$ cat src/rtl/pixel_stream_tx_pkg.sv
// Shared definitions for the pixel load path into the edge/colour chip.
// Holds the default image geometry, the chip mode encodings and the
// transmitter state encoding, plus a helper for the beat count.
package pixel_stream_tx_pkg;

  localparam int unsigned DEF_IMG_DIM      = 20;
  localparam int unsigned DEF_BIT_LENGTH   = 5;
  localparam int unsigned DEF_PIX_PER_BEAT = 3;
  localparam int unsigned DEF_NUM_PIX      = DEF_IMG_DIM * DEF_IMG_DIM;

  typedef enum logic {
    MODE_EDGE  = 1'b0,
    MODE_COLOR = 1'b1
  } chip_mode_e;

  typedef enum logic [1:0] {
    ST_IDLE,
    ST_PREFETCH,
    ST_ALIGN,
    ST_STREAM
  } tx_state_e;

  // Number of 3-pixel beats needed to carry num_pix pixels.
  function automatic int unsigned num_beats(input int unsigned num_pix);
    return (num_pix + DEF_PIX_PER_BEAT - 1) / DEF_PIX_PER_BEAT;
  endfunction

  localparam int unsigned DEF_NUM_BEATS = num_beats(DEF_NUM_PIX);

endpackage

$ cat src/rtl/pixel_stream_tx_beat_unpack.sv
// beat_unpack: splits one packed memory word into the three pixels of a
// beat. Pixel indices at or beyond NUM_PIX are forced to zero, which blanks
// the unused tail of the final word.
// Ports:
//   beat_idx  in   beat number k (pixels 3k, 3k+1, 3k+2)
//   word      in   packed word, pixel 3k in the low BIT_LENGTH bits
//   pix0..2   out  pixels 3k, 3k+1, 3k+2 (zero when out of range)
module beat_unpack
  import pixel_stream_tx_pkg::*;
#(
  parameter int unsigned BIT_LENGTH = DEF_BIT_LENGTH,
  parameter int unsigned NUM_PIX    = DEF_NUM_PIX
) (
  input  logic [7:0]              beat_idx,
  input  logic [3*BIT_LENGTH-1:0] word,
  output logic [BIT_LENGTH-1:0]   pix0,
  output logic [BIT_LENGTH-1:0]   pix1,
  output logic [BIT_LENGTH-1:0]   pix2
);

  int unsigned base;

  always_comb begin
    base = 32'(beat_idx) * 3;
    pix0 = (base     < NUM_PIX) ? word[BIT_LENGTH-1:0]              : '0;
    pix1 = (base + 1 < NUM_PIX) ? word[2*BIT_LENGTH-1:BIT_LENGTH]   : '0;
    pix2 = (base + 2 < NUM_PIX) ? word[3*BIT_LENGTH-1:2*BIT_LENGTH] : '0;
  end

endmodule

$ cat src/rtl/pixel_stream_tx.sv
// pixel_stream_tx: host-side transmitter that streams one image into the
// edge/colour chip three pixels per clock. Words are prefetched from a
// synchronous image memory one cycle ahead so that beats are gapless; a
// one-cycle chip_reset aligns the chip's free-running load index to pixel 0
// on the first beat.
// Ports:
//   clk, reset            clock, synchronous active-high reset
//   start, mode_sel       one-cycle job request and its mode (0 EDGE, 1 COLOR)
//   mem_rd_en, mem_addr   image memory read strobe and word address
//   mem_rdata             packed word, valid the cycle after mem_rd_en
//   chip_reset            alignment reset to the chip
//   mode                  chip mode, held from an accepted start onward
//   pixel_in0..2          registered beat pixels
//   load_end              high on the final beat only
//   busy, done            job in progress / one-cycle completion pulse
module pixel_stream_tx
  import pixel_stream_tx_pkg::*;
#(
  parameter int unsigned IMG_DIM      = DEF_IMG_DIM,
  parameter int unsigned BIT_LENGTH   = DEF_BIT_LENGTH,
  parameter int unsigned PIX_PER_BEAT = DEF_PIX_PER_BEAT
) (
  input  logic                               clk,
  input  logic                               reset,
  input  logic                               start,
  input  logic                               mode_sel,
  output logic                               mem_rd_en,
  output logic [7:0]                         mem_addr,
  input  logic [PIX_PER_BEAT*BIT_LENGTH-1:0] mem_rdata,
  output logic                               chip_reset,
  output logic                               mode,
  output logic [BIT_LENGTH-1:0]              pixel_in0,
  output logic [BIT_LENGTH-1:0]              pixel_in1,
  output logic [BIT_LENGTH-1:0]              pixel_in2,
  output logic                               load_end,
  output logic                               busy,
  output logic                               done
);

  localparam int unsigned NUM_PIX   = IMG_DIM * IMG_DIM;
  localparam int unsigned NUM_BEATS = num_beats(NUM_PIX);
  localparam logic [7:0]  LAST_BEAT = 8'(NUM_BEATS - 1);
  localparam logic [7:0]  LAST_ADDR = 8'(NUM_BEATS - 1);
  // Beat k reads word k+2, so the last reading beat is NUM_BEATS-3.
  localparam logic [7:0]  LAST_RD_BEAT = 8'(NUM_BEATS - 3);

  tx_state_e             state;
  tx_state_e             state_nxt;
  chip_mode_e            mode_q;
  logic [7:0]            beat_cnt;
  logic [7:0]            rd_addr;
  logic [7:0]            unpack_idx;
  logic                  last_beat;
  logic [BIT_LENGTH-1:0] up0;
  logic [BIT_LENGTH-1:0] up1;
  logic [BIT_LENGTH-1:0] up2;

  assign mem_addr  = rd_addr;
  assign mode      = mode_q;
  assign last_beat = (state == ST_STREAM) && (beat_cnt == LAST_BEAT);

  beat_unpack #(
    .BIT_LENGTH (BIT_LENGTH),
    .NUM_PIX    (NUM_PIX)
  ) u_unpack (
    .beat_idx (unpack_idx),
    .word     (mem_rdata),
    .pix0     (up0),
    .pix1     (up1),
    .pix2     (up2)
  );

  always_ff @(posedge clk) begin
    if (reset) begin
      state <= ST_IDLE;
    end else begin
      state <= state_nxt;
    end
  end

  always_comb begin
    state_nxt  = state;
    busy       = 1'b1;
    chip_reset = 1'b0;
    mem_rd_en  = 1'b0;
    // The pixel registers always load the beat after the one on the wire.
    unpack_idx = beat_cnt + 8'd1;
    case (state)
      ST_IDLE: begin
        busy = 1'b0;
        if (start) state_nxt = ST_PREFETCH;
      end
      ST_PREFETCH: begin
        mem_rd_en = 1'b1;
        state_nxt = ST_ALIGN;
      end
      ST_ALIGN: begin
        chip_reset = 1'b1;
        mem_rd_en  = 1'b1;
        unpack_idx = '0;
        state_nxt  = ST_STREAM;
      end
      ST_STREAM: begin
        mem_rd_en = (beat_cnt <= LAST_RD_BEAT);
        if (beat_cnt == LAST_BEAT) state_nxt = ST_IDLE;
      end
      default: state_nxt = ST_IDLE;
    endcase
  end

  always_ff @(posedge clk) begin
    if (reset) begin
      mode_q    <= MODE_EDGE;
      beat_cnt  <= '0;
      rd_addr   <= '0;
      pixel_in0 <= '0;
      pixel_in1 <= '0;
      pixel_in2 <= '0;
      load_end  <= 1'b0;
      done      <= 1'b0;
    end else begin
      done <= last_beat;

      if (state == ST_IDLE && start) begin
        mode_q   <= chip_mode_e'(mode_sel);
        beat_cnt <= '0;
        rd_addr  <= '0;
      end

      // Address parks on the last word so it never leaves the memory range.
      if (mem_rd_en && rd_addr != LAST_ADDR) rd_addr <= rd_addr + 8'd1;

      if (state == ST_STREAM) beat_cnt <= beat_cnt + 8'd1;

      if (state == ST_ALIGN || (state == ST_STREAM && !last_beat)) begin
        pixel_in0 <= up0;
        pixel_in1 <= up1;
        pixel_in2 <= up2;
        load_end  <= (unpack_idx == LAST_BEAT);
      end else begin
        pixel_in0 <= '0;
        pixel_in1 <= '0;
        pixel_in2 <= '0;
        load_end  <= 1'b0;
      end
    end
  end

endmodule

$ cat config.mk
export PLATFORM = sky130hd
export DESIGN_NAME = pixel_stream_tx
export DESIGN_NICKNAME = d
export VERILOG_FILES = /design/src/rtl/pixel_stream_tx_pkg.sv /design/src/rtl/pixel_stream_tx_beat_unpack.sv /design/src/rtl/pixel_stream_tx.sv
export SDC_FILE = /design/constraint.sdc
export NUM_CORES = 1
export LEC_CHECK = 0
export ABC_AREA = 1
export BUFFER_PORTS_ARGS = -buffer_cell sky130_fd_sc_hd__buf_2
export CORE_ASPECT_RATIO = 0.75
export CORE_MARGIN = 4
export CORE_UTILIZATION = 25
export DETAILED_ROUTE_END_ITERATION = 8
export PLACE_DENSITY = 0.38
export SKIP_CTS_REPAIR_TIMING = 1
export SYNTH_ARGS = -nofsm -noshare
export SYNTH_HDL_FRONTEND = slang
export SYNTH_HIERARCHICAL = 1
export SYNTH_SLANG_ARGS = --single-unit
$ cat constraint.sdc
create_clock -name clk -period 2.8 [get_ports clk]
set_input_delay 0.56 -clock clk [delete_from_list [all_inputs] [get_ports clk]]
set_output_delay 0.56 -clock clk [all_outputs]
set_load 0.1 [all_outputs]
* After elaboration in Yosys (flattened, before gate mapping)
Index checks and enable logic that the tools add are counted.
** Storage, ports and cells
- Bits in registers :: 36
- Input bits :: 19
- Output and inout port bits :: 29
- Word-level logic and storage cells :: 55
** Operators by class
- Add/subtract/negate cells :: 4
- Multipliers :: 1
- $lt $le $gt $ge :: 4
- Equality and inequality tests :: 8
- Muxes and demuxes :: 10
- Bitwise logic cells :: 4
- Reductions and logical operators :: 15
** Operator list (number)
- $lt A32 B9 Y1 const B :: 2
- $mux W8 :: 4
- $add A8 B1 Y8 const B :: 2
- $eq A8 B8 Y1 const B :: 2
- $add A10 B1 Y11 const B :: 1
- $add A10 B2 Y11 const B :: 1
- $lt A10 B9 Y1 const B :: 1
- $mul A8 B2 Y10 const B :: 1
- $reduce_or A3 Y1 :: 3
- $le A8 B8 Y1 const B :: 1
- $ne A8 B8 Y1 const B :: 1
- $pmux W2 S4 :: 1
- $eq A2 B2 Y1 const B :: 2
- $logic_and A1 B1 Y1 :: 4
- $mux W2 :: 2
- $not A1 Y1 :: 4
- $reduce_bool A2 Y1 :: 2
- $reduce_or A2 Y1 :: 2
- $eq A2 B1 Y1 const B :: 1
- $logic_not A2 Y1 :: 1
- $mux W1 :: 2
- $ne A2 B1 Y1 const B :: 1
- $ne A2 B2 Y1 const B :: 1
- $pmux W1 S2 :: 1
- 3 further kinds :: 3

* Longest topological paths before layout
- Depth after elaboration :: 7
- Depth in mapped cells :: 24
- Depth with buffers taken out :: 24

* Modules after synthesis
Netlist, hierarchy kept.
** Modules (own cells, without submodules)
- pixel_stream_tx :: times used 1, cells each 241, area an instance 1709.1 µm², sequential area each 720.7 µm²
- beat_unpack :: times used 1, cells each 146, area an instance 802.0 µm², sequential area each 0.0 µm²

* Worst setup path after synthesis
No wires, ideal clock.
- Kind :: register -> register
- Start point :: reg state[0]
- End point :: reg pixel_in1[0]
- Library setup time :: 112 ps
- Arrival :: 3373 ps
- Required time :: 2688 ps
- Slack :: -686 ps
- Stages on the path, launching flop included :: 22
- Buffers on the path :: 0
- Period minus slack after synthesis :: 3486 ps
- Cell sequence :: dfxtp_1 -> inv_1 -> ha_1 -> inv_1 -> nand2_1 -> inv_1 -> ha_1 -> fa_1 -> nand2_1 -> nand4_2 -> nor2_2 -> nand2_1 -> nor2_2 -> nand2_1 -> nand2_1 -> nand2_1 -> nor2_2 -> nand3_2 -> nand2_4 -> nor2_2 -> inv_1 -> nor2_1
** On the way
- Word-level cells in the longest chain between the ends :: 7
- Elaborated cells on any way between the ends :: 13
- Classes of those cells :: 1 x add/sub; 1 x mul; 1 x order compare; 2 x eq/ne; 1 x mux; 2 x bitwise; 5 x reduce/logical
** RTL lines
- start: declaration :: RTL line pixel_stream_tx.sv:47 : tx_state_e state;
- start signal: assignment :: RTL line pixel_stream_tx.sv:77 : state <= state_nxt;
- $eq A2 B2 Y1 :: RTL line pixel_stream_tx.sv:88 : case (state)
- $mux W8 :: RTL line pixel_stream_tx.sv:88
- via unpack_idx[0] :: RTL line pixel_stream_tx.sv:52 : logic [7:0] unpack_idx;
- $mul A8 B2 Y10 :: RTL line pixel_stream_tx_beat_unpack.sv:24 : base = 32'(beat_idx) * 3;
- $add A10 B1 Y11 :: RTL line pixel_stream_tx_beat_unpack.sv:26 : pix1 = (base + 1 < NUM_PIX) ? word[2*BIT_LENGTH-1:BIT_LENGTH] : '0;
- $lt A32 B9 Y1 :: RTL line pixel_stream_tx_beat_unpack.sv:26
- $not A1 Y1 (no source line)
- $reduce_or A3 Y1 (no source line)
- end signal: assignment :: RTL line pixel_stream_tx.sv:137 : pixel_in1 <= up1;
- end: declaration :: RTL line pixel_stream_tx.sv:33 : output logic [BIT_LENGTH-1:0] pixel_in1,
The timed path passes the listed nets, and every way through them passes these cells.
A chain may end at the register's enable or synchronous reset.

* Final worst setup path
- Start point :: reg beat_cnt[0]
- End point :: reg pixel_in1[0]
** On the way
- Word-level cells in the longest chain between the ends :: 7
- Elaborated cells on any way between the ends :: 13
- Classes of those cells :: 2 x add/sub; 1 x mul; 1 x order compare; 1 x eq/ne; 1 x mux; 2 x bitwise; 5 x reduce/logical
** RTL lines
- start: declaration :: RTL line pixel_stream_tx.sv:50 : logic [7:0] beat_cnt;
- start signal: assignment :: RTL line pixel_stream_tx.sv:133 : if (state == ST_STREAM) beat_cnt <= beat_cnt + 8'd1;
- $add A8 B1 Y8 :: RTL line pixel_stream_tx.sv:87 : unpack_idx = beat_cnt + 8'd1;
- $mux W8 :: RTL line pixel_stream_tx.sv:88
- via unpack_idx[4] :: RTL line pixel_stream_tx.sv:52
- $mul A8 B2 Y10 :: RTL line pixel_stream_tx_beat_unpack.sv:24
- $add A10 B1 Y11 :: RTL line pixel_stream_tx_beat_unpack.sv:26
- $lt A32 B9 Y1 :: RTL line pixel_stream_tx_beat_unpack.sv:26
- $not A1 Y1 (no source line)
- $reduce_or A3 Y1 (no source line)
The timed path passes the listed nets, and every way through them passes these cells.

==> key figures <==
Routing
  – Final WL: 7130 um
  – Routed vias: between 2000 and 3000
  – Via-to-Cell Ratio: around 4.3
  – WL per Instance: around 12 um
  – Drt initial violations: between 80 and 90
  – Residual DRC: 0
  – Post-route ant nets: 0
  – Drt pass-1 iters: 4

STA
  – RSZ-0062 raised after global routing: true
  – Slew Limit Fails: 0
  – Least-Margin Pin Slew: roughly 600 ps
  – Minimum clock period after layout: 2730 ps
  – WHS: just under 500 ps
  – Final setup viols: 0
  – Rel. slew slack: around 60%
  – Clock skew: approximately 5.5 ps
  – Fmax: 366 MHz
  – Final hold vios: 0
  – Period utilization: between 90% and 100%

Final layout
  – Final non-filler cell area: around 3600 um2
  – Ant. Diodes: 0
  – Area delta synth->final: 44.3%
  – Share of layout cells above drive strength 1: between 30% and 40%
  – Fin nets: a little over 500
  – Final Non-Filler Cells: 600

Floorplan
  – # rows: 31
  – Starting Density: between 20% and 30%
  – Core Region: ~9700 um2
  – Die X: 124 um
  – DIE HEIGHT: approximately 95 um
  – DIE AREA: approximately 12000 um2
  – I/O pins: between 40 and 50

Power
  – Sequential share of power: between 20% and 30%
  – Switch share: 47.5%
  – Max IR drop VDD: slightly above 0.4 mV
  – PnR Total Power: 0.00254 W
  – Int Pwr: 0.00133 W
  – Pwr Density: 701 nW/um2
  – Clock share of power: 27.6%
  – Combinational power share: approximately half
  – Switching pwr: about 0.0012 W
  – Static leakage: ~1.8 nW

Logic synthesis
  – Post-synthesis sequential area ratio: between 20% and 30%
  – Mapped Nets: about 430
  – Share of the synthesized area in the top cell type: between 20 and 30%
  – Number of library cell types mapped by synthesis: 28
  – Yosys reg bits: 36
  – Cell taking the most area after synthesis: dfxtp_1
  – Post-synthesis cell area: between 2000 and 3000 um2
  – Ys async rst share: 0%
  – EDFF count, synth: 0
  – Ys flop type: dfxtp_1
  – Synthesized area per cell: approximately 6.5 um2
  – Yosys warns: 6
  – Top cells by area, synth: dfxtp_1, inv_1, nand2_1, ha_1, nor2_1
  – Post-Syn Instances: about 390

Setup path
  – Required time worst endpoint: just under 3000 ps
  – CP Class: register to register
  – Critical path cell sequence: ha_4, nand2_4, inv_4, buf_6, nand2_1, nand2_2, nor2_4, ha_4, nand2_1, nand2_2, inv_2, nand2_1, nand2_2, nand2_4, nor2_4, nand3_4, o21bai_4, nand3_2, nand2_4, nor2_2, inv_1, nor2_1
  – Max incr delay on CP: approximately 370 ps
  – CP arrival: about 2900 ps
  – Setup crit end kind: register
  – Crit path max fanout: 6
  – Crit path launch type: register
  – CP max-delay cell: dfxtp_4

Global route
  – Routing usage on met1: about 19%
  – Vias in the first global route: 2356
  – GR peak layer: met1
  – GR met2 Demand/Resource: roughly 17%
  – Initial antenna violation count: 0
  – First-pass GRT wire length: roughly 11000 um
  – Largest net degree at the start of global routing: 16
  – GR Util All Layers: roughly an eighth
  – Met3 Usage GRT: approximately 3.1%
  – Total grt overflow: 0

Clock network
  – CTS root buf: clkbuf_16
  – Clock Latency Late Sink: ~280 ps
  – CTS tree: yes
  – Max Root-Sink Buffers: 2
  – Clock sink count: 36
  – Clock-pin transition on the worst setup and hold timing paths: ~60 ps
  – CTS buffer count: 5
  – H-tree depth: 2

Min path
  – Min-Delay Path Class: register to register

Status
  – Status: complete, no violations

Flow run
  – Max Cap Viol: 0

Placed design
  – DP Wirelength: 5300 um
  – RD Place Congestion: around 0.8
  – Placed Area: about 3000 um2
  – Placed insts: between 500 and 600
  – Port Buffers: 47
-- cell usage after synthesis (9+ instances only) --
cell type	count
nor2_1	51
a21oi_1	23
nand3_1	34
ha_1	18
o21ai_0	10
dfxtp_1	36
nor2_2	9
nand4_1	14
inv_1	81
nand2_2	9
nand2_1	69
-- cell usage in the layout (no fill, tap or decap), types with 2 or more instances in the layout --
cell | netlist | routed
nand4_1 | 14 | 14
buf_2 | 0 | 47
nor2_4 | 1 | 8
dfxtp_4 | 0 | 2
o21ai_0 | 10 | 8
nand3_2 | 3 | 8
a21oi_2 | 0 | 4
nand2_1 | 69 | 59
nand3b_1 | 2 | 2
a21oi_1 | 23 | 19
clkbuf_8 | 0 | 2
nand2_2 | 9 | 16
nor3_1 | 4 | 3
dfxtp_1 | 36 | 30
buf_4 | 1 | 26
xor2_1 | 4 | 3
nand3_4 | 0 | 2
ha_1 | 18 | 9
clkbuf_16 | 0 | 5
o21ai_1 | 0 | 2
buf_6 | 1 | 3
nor2_2 | 9 | 10
clkinv_1 | 2 | 2
nor2_1 | 51 | 43
ha_4 | 0 | 9
nand3_1 | 34 | 27
nand2_4 | 2 | 5
inv_1 | 81 | 68
dfxtp_2 | 0 | 4
inv_2 | 4 | 16
-- flip-flops by register name (all words and copies together), names as in the netlist --
name,flops
pixel_in1,5
pixel_in2,5
mode,1
load_end,1
pixel_in0,5
state,2
mem_addr,8
beat_cnt,8
done,1
-- cells by family after synthesis --
kind of cell	after synthesis	synth area share [%]
AO/OA/AOI/OAI	36	7.47
XOR/XNOR	5	1.74
adder cells (fa/ha/maj)	19	9.77
buffers and inverters	90	13.9
flip-flops	36	28.7
AND/OR/NAND/NOR	201	38.4
-- through the flow --
| stage | setup TNS [ps] | util [%] | setup slack, ps |
|---|---|---|---|
| after floorplan | 0 | - | 22.7 |
| after global placement | -295 | 31.1 | -59.1 |
| after detailed placement | -828 | 31.1 | -102 |
| after CTS | -1190 | 33.0 | -140 |
| after global routing | -596 | 37.2 | -118 |
| final | 0 | 37.2 | 67.5 |
-- layer usage --
layer | up-vias | routed length (um) | share of wire [%]
li1 | 1366 | - | -
met3 | 4 | 252 | 3.5
met2 | 32 | 2940 | 41
met4 | 0 | 29 | 0.41
met5 | - | 0 | 0
met1 | 1201 | 3910 | 55
-- critical path: cells and delay by family (launching register included) --
kind | cells | cell delay [ps]
AO/OA/AOI/OAI | 1 | 150
adder cells (fa/ha/maj) | 2 | 420
buffers and inverters | 4 | 270
flip-flops | 1 | 370
AND/OR/NAND/NOR | 15 | 1350
-- final cells by class --
cell class	count	area, um2
clock inverter	1	30.0
tap	132	165
timing repair buffer	76	464
fill	1070	6110
sequential	36	733
multi-input combinational	261	1750
clock buffer	7	153
inverter	87	329
-- path summary, 6_finish.rpt --
path               start  cells after the start      endpoint  slack (ps)
max          beat_cnt[0]                     22  pixel_in1[0]          70
min                 mode                      2          mode         500
max reg2reg  beat_cnt[0]                     22  pixel_in1[0]          70
min reg2reg         mode                      2          mode         500
-- power by group through the flow --
| stage | Combinational [W] | Clock (W) | Sequential [W] |
|---|---|---|---|
| after global routing | 0.00133 | 0.000746 | 0.000620 |
| after global placement | 0.00115 | 0 | 0.000618 |
| final | 0.00123 | 0.000701 | 0.000611 |
| after floorplan | 0.000590 | 0 | 0.000914 |
| after detailed placement | 0.00114 | 0 | 0.000618 |
| after CTS | 0.00114 | 0.000721 | 0.000608 |
No activity file was read; power rests on OpenSTA's default activity.
